$ cat config.mk
export PLATFORM = sky130hd
export DESIGN_NAME = cpu_clock_sched
export DESIGN_NICKNAME = d
export VERILOG_FILES = /design/src/rtl/cpu_clock_sched.sv
export SDC_FILE = /design/constraint.sdc
export NUM_CORES = 1
export LEC_CHECK = 0
export CAP_MARGIN = 10
export CORE_AREA = 3 3 48 50
export CTS_BUF_LIST = sky130_fd_sc_hd__clkbuf_8
export CTS_CLUSTER_SIZE = 30
export DETAILED_ROUTE_END_ITERATION = 12
export DIE_AREA = 0 0 51 53
export GPL_TIMING_DRIVEN = 0
export PLACE_DENSITY = 0.77
export SYNTH_ARGS = -nofsm -noshare
export SYNTH_HDL_FRONTEND = slang
export SYNTH_SLANG_ARGS = --single-unit
$ cat constraint.sdc
create_clock -name clk21m -period 2.4 [get_ports clk21m]
set_clock_uncertainty 0.05 [all_clocks]
set_input_delay 0.36 -clock clk21m [delete_from_list [all_inputs] [get_ports clk21m]]
set_output_delay 0.36 -clock clk21m [all_outputs]
set_load 0.01 [all_outputs]
$ cat src/rtl/cpu_clock_sched.sv
// Z80 clock-enable scheduler: selects a 3.58/5.37/10.7 MHz enable pair, switches glitch-free,
// slows to 3.58 MHz around I/O cycles and inserts the turbo M1 wait state.
module cpu_clock_sched #(
    parameter int IO_SLOW_CYCLES = 4,
    parameter int M1_WAIT        = 1
) (
    input  logic       clk21m,
    input  logic       reset,
    input  logic       ce_10m7_p,
    input  logic       ce_10m7_n,
    input  logic       ce_5m39_p,
    input  logic       ce_5m39_n,
    input  logic       ce_3m58_p,
    input  logic       ce_3m58_n,
    input  logic [1:0] speed_req,
    input  logic       iorq_n,
    input  logic       mreq_n,
    input  logic       m1_n,
    input  logic       ext_wait,
    output logic       cpu_ce_p,
    output logic       cpu_ce_n,
    output logic       cpu_wait_n,
    output logic [1:0] speed_cur,
    output logic       switching
);
    // state | meaning
    // RUN   | forwarding the speed_cur pair, watching for a speed change
    // DRAIN | still forwarding speed_cur until its _n completes the period
    // ALIGN | outputs quiet until the first _p of the latched target

    typedef enum logic [1:0] {ST_RUN, ST_DRAIN, ST_ALIGN} state_t;

    localparam logic [3:0] IO_LOAD = 4'(IO_SLOW_CYCLES);
    localparam logic [1:0] M1_LOAD = 2'(M1_WAIT);

    state_t     state;
    logic [1:0] target;
    logic [1:0] req_spd;
    logic [1:0] eff;
    logic       cur_p, cur_n, tgt_p;
    logic       iorq_q;
    logic       io_fall, io_set;
    logic       io_slow;
    logic [3:0] io_cnt;
    logic [1:0] m1_cnt, m1_nxt;
    logic       m1_armed, m1_trig;

    always_comb begin
        req_spd = (speed_req == 2'd3) ? 2'd0 : speed_req;
        io_fall = iorq_q & ~iorq_n;
        io_set  = io_fall & (req_spd != 2'd0);
        // a same-cycle I/O start already forces 3.58 MHz so DRAIN never latches the turbo speed
        eff     = (io_slow | io_set) ? 2'd0 : req_spd;
    end

    always_comb begin
        cur_p = ce_3m58_p;
        cur_n = ce_3m58_n;
        case (speed_cur)
            2'd1: begin cur_p = ce_5m39_p; cur_n = ce_5m39_n; end
            2'd2: begin cur_p = ce_10m7_p; cur_n = ce_10m7_n; end
            default: ;
        endcase
        tgt_p = ce_3m58_p;
        case (target)
            2'd1: tgt_p = ce_5m39_p;
            2'd2: tgt_p = ce_10m7_p;
            default: ;
        endcase
    end

    always_comb begin
        cpu_ce_p = 1'b0;
        cpu_ce_n = 1'b0;
        if (!reset) begin
            case (state)
                ST_RUN, ST_DRAIN: begin
                    cpu_ce_p = cur_p;
                    cpu_ce_n = cur_n;
                end
                ST_ALIGN: cpu_ce_p = tgt_p;
                default: ;
            endcase
        end
    end

    assign switching = (state != ST_RUN);

    always_ff @(posedge clk21m or posedge reset) begin
        if (reset) begin
            state     <= ST_ALIGN;
            target    <= 2'd0;
            speed_cur <= 2'd0;
        end else begin
            case (state)
                ST_RUN: begin
                    if (eff != speed_cur) state <= ST_DRAIN;
                end
                ST_DRAIN: begin
                    if (cur_n) begin
                        target <= eff;
                        state  <= ST_ALIGN;
                    end
                end
                ST_ALIGN: begin
                    if (tgt_p) begin
                        speed_cur <= target;
                        state     <= ST_RUN;
                    end
                end
                default: state <= ST_ALIGN;
            endcase
        end
    end

    assign m1_trig = cpu_ce_p & ~m1_n & ~mreq_n & m1_armed &
                     (speed_cur != 2'd0) & (M1_LOAD != 2'd0);

    always_comb begin
        m1_nxt = m1_cnt;
        if (m1_trig)
            m1_nxt = M1_LOAD;
        else if (cpu_ce_p && m1_cnt != 2'd0)
            m1_nxt = m1_cnt - 2'd1;
    end

    always_ff @(posedge clk21m or posedge reset) begin
        if (reset) begin
            iorq_q     <= 1'b1;
            io_slow    <= 1'b0;
            io_cnt     <= 4'd0;
            m1_cnt     <= 2'd0;
            m1_armed   <= 1'b1;
            cpu_wait_n <= 1'b1;
        end else begin
            iorq_q <= iorq_n;
            // countdown only runs once IORQ_n is back high; a new I/O cycle restarts it
            if (io_fall && (io_slow || req_spd != 2'd0)) begin
                io_slow <= 1'b1;
                io_cnt  <= IO_LOAD;
            end else if (io_slow && iorq_n && cpu_ce_p) begin
                if (io_cnt <= 4'd1) begin
                    io_slow <= 1'b0;
                    io_cnt  <= 4'd0;
                end else begin
                    io_cnt <= io_cnt - 4'd1;
                end
            end
            if (m1_trig)
                m1_armed <= 1'b0;
            else if (m1_n)
                m1_armed <= 1'b1;
            m1_cnt     <= m1_nxt;
            cpu_wait_n <= ~((m1_nxt != 2'd0) | ext_wait);
        end
    end
endmodule
==> flow_summary.toml <==
[placement]
io_buffer_count = 19
place_area_um2 = 1220
hpwl_um = 1580
place.gp.congestion = 0.828

[yosys]
synth_seq_area_share_pct = 40.8
synth_cells = 103
yosys.area_share.simple_pct = 21.3
syn_nets = 127
synthDistinctLibCells = 35
avgSynthCellArea_um2 = 9.66
syn_area_um2 = 995
synth-adder-area-share_pct = 12.6
yosysWarnings = 0
synth_xor_area_share_pct = 0.881
synth-compound-area-share_pct = 15.5
synth_top_family_by_area = "simple AND/OR/NAND/NOR gates"
synthMuxAreaShare_pct = 4.15
synth_seq_cells = 16

[worst_setup_path]
end_kind = "output port"
critPathKind = "reg -> out"
cp.required_ns = 1.99
arrival_ns = 1.87
path_max_fanout = 3
start_kind = "flop"
reg2reg_slack_ns = 0.15

[layout]
layout_commonest_cell = "clkdlybuf4s50_1"
syn_to_final_growth_pct = 33.6
final_cell_mix = "clkdlybuf4s50_1 (17), dfrtp_1 (12), inv_1 (10)"
stdcell_area_um2 = 1330
final_net_count = 154
drive_gt1_share_pct = 20.2
fillers = 159
diodes = 0

[sta]
hold_slack_ns = 0.463
fmax_ghz = 0.438
finalCriticalPeriod_ns = 2.28
hold_violations = 0
fin_crit_sh_pct = 95.2
setup_viol = 0
report.final.slew_viol_count = 0
rsz0062_at_grt = "no"
worst-slew-pin-transition_ns = 0.679
slew_headroom_pct = 54.7
tns_ns = 0

[global_routing]
overflow = 0
grt_pass1_vias = 840
grt_usage_pct = 17.0
grt_start_max_net_pins = 19
grt_pass1_wl_um = 3430
grt_antenna_before_repair = 0

[floorplan]
die_x_um = 51
io_pins = 20
start_util_pct = 51.2
row_count = 16
chipHeight_um = 53
core_um2 = 1940
die_area_um2 = 2700

[detailed_routing]
drc = 0
via_count = 838
final_antenna_net_count = 0
first_iter_violations = 10
first_pass_iters = 4
avgRoutedWirePerCell_um = 13.1
post_drt_via_cell_ratio = 5.37
wirelength_um = 2050

[power]
total_power_uw = 1440
power_density_nw_per_um2 = 1090
irDropWorstVdd_mv = 0.734
leakagePower_uw = 0.000536

[cts]
cts_tree = "done"
clockBufferDepth = 2
root_buffer = "clkbuf_8"
htree_levels = 1
clk_pin_slew_ns = 0.06
clk_latency_ns = 0.24
numCtsBuffers = 3
cts_sinks = 16
cts_hold_buf = 0

[hold_path]
worstHoldPathType = "reg -> reg"

[outcome]
status = "completed"

[job]
drv_cap = 0
==> flip-flops by register name, indices dropped and copies added, names as in the netlist <==
| register | flops |
|---|---|
| state | 2 |
| speed_cur | 2 |
| io_slow | 1 |
| m1_armed | 1 |
| iorq_q | 1 |
| io_cnt | 4 |
| target | 2 |
| m1_cnt | 2 |
| cpu_wait_n | 1 |
==> what timing repair did <==
action / in CTS / in global routing
buffers inserted: 3 / 0
pin swaps: 2 / 1
cloned: 0 / 0
gates resized for setup: 5 / 5
hold endpoints to repair: 0 / 0
setup endpoints to repair: 2 / 3
==> worst max-delay path, stage by stage, from the launching register on <==
cell and delay (ns):
dfrtp_1 0.37, inv_1 0.07, ha_1 0.31, a221oi_2 0.30, nor4_4 0.09, o21ai_2 0.16, inv_1 0.05, dlygate4sd2_1 0.28
==> stage by stage <==
stage          setup slack (ns)  util [%]  std cells
3_5_place_dp             -0.318      62.8        149
5_1_grt                 0.00420      68.4        156
2_1_floorplan             0.234         -        103
4_1_cts                 0.00931      67.2        156
3_3_place_gp             -0.261      62.8        149
6_report                  0.115      68.4        156
==> per-layer routing <==
layer / global-route usage (%) / vias to the layer above / share of wire, % / wire, µm
met5: 0 / - / 0 / 0
met4: 6.73 / 0 / 0.44 / 9
met3: 3.38 / 2 / 4.2 / 87
met2: 31.5 / 14 / 52 / 1070
met1: 18.8 / 397 / 43 / 880
li1: - / 425 / - / -
==> synth_stat cells (all sizes together) <==
library cell	number	area [µm²]
a211oi	1	7.51
a21oi	2	10.0
a221oi	1	8.76
a22oi	2	15.0
a32o	1	10.0
dfrtp	12	300
dfstp	4	105
ha	10	125
inv	13	48.8
mux2	1	11.3
mux2i	3	30.0
nand2	8	30.0
nand2b	1	6.26
nand3	7	35.0
nand3b	2	15.0
nor2	6	22.5
nor2b	1	6.26
nor3	2	10.0
nor3b	2	15.0
nor4	2	27.5
o2111ai	1	8.76
o21ai	9	48.8
o21bai	1	7.51
o22a	1	10.0
o22ai	2	12.5
o31ai	2	15.0
or2	1	6.26
or3	1	6.26
or3b	1	11.3
or4b	2	20.0
xnor2	1	8.76
==> final cells by class <==
cell class | count | area (µm²) | area share [%]
repair buffers | 22 | 210 | 15.8
clock buffers | 4 | 55.1 | 4.14
multi-input cells | 74 | 576 | 43.3
flip-flops and latches | 16 | 405 | 30.5
well taps | 27 | 33.8 | 2.54
inverters | 13 | 48.8 | 3.67
==> kinds of logic (layout without fill, tap and decap cells) <==
| logic type | count (synthesis) | in the layout |
|---|---|---|
| compound gates | 23 | 23 |
| xor+xnor | 1 | 1 |
| fa+ha+maj | 10 | 10 |
| buf+inv | 13 | 39 |
| flops | 16 | 16 |
| mux | 4 | 4 |
| simple gates | 36 | 36 |
==> worst paths after layout <==
| kind | startpoint | endpoint | cells past startpoint |
|---|---|---|---|
| hold reg to reg | target[1] | speed_cur[1] | 2 |
| max in group asynchronous | reset | speed_cur[0] | 2 |
| min in group asynchronous | reset | state[0] | 2 |
| hold / removal | target[1] | speed_cur[1] | 2 |
| setup / recovery | target[0] | cpu_ce_p | 7 |
| setup reg to reg | speed_cur[1] | m1_cnt[0] | 8 |
==> where the power goes <==
part           switching [µW]  total, µW  leakage, µW  internal, µW
logic                     384        761     0.000313           376
clock network            87.3        233    0.0000288           145
registers                81.1        451     0.000193           370
total                     553       1440     0.000536           892
Note: power is estimated with default switching activity, not from simulation.
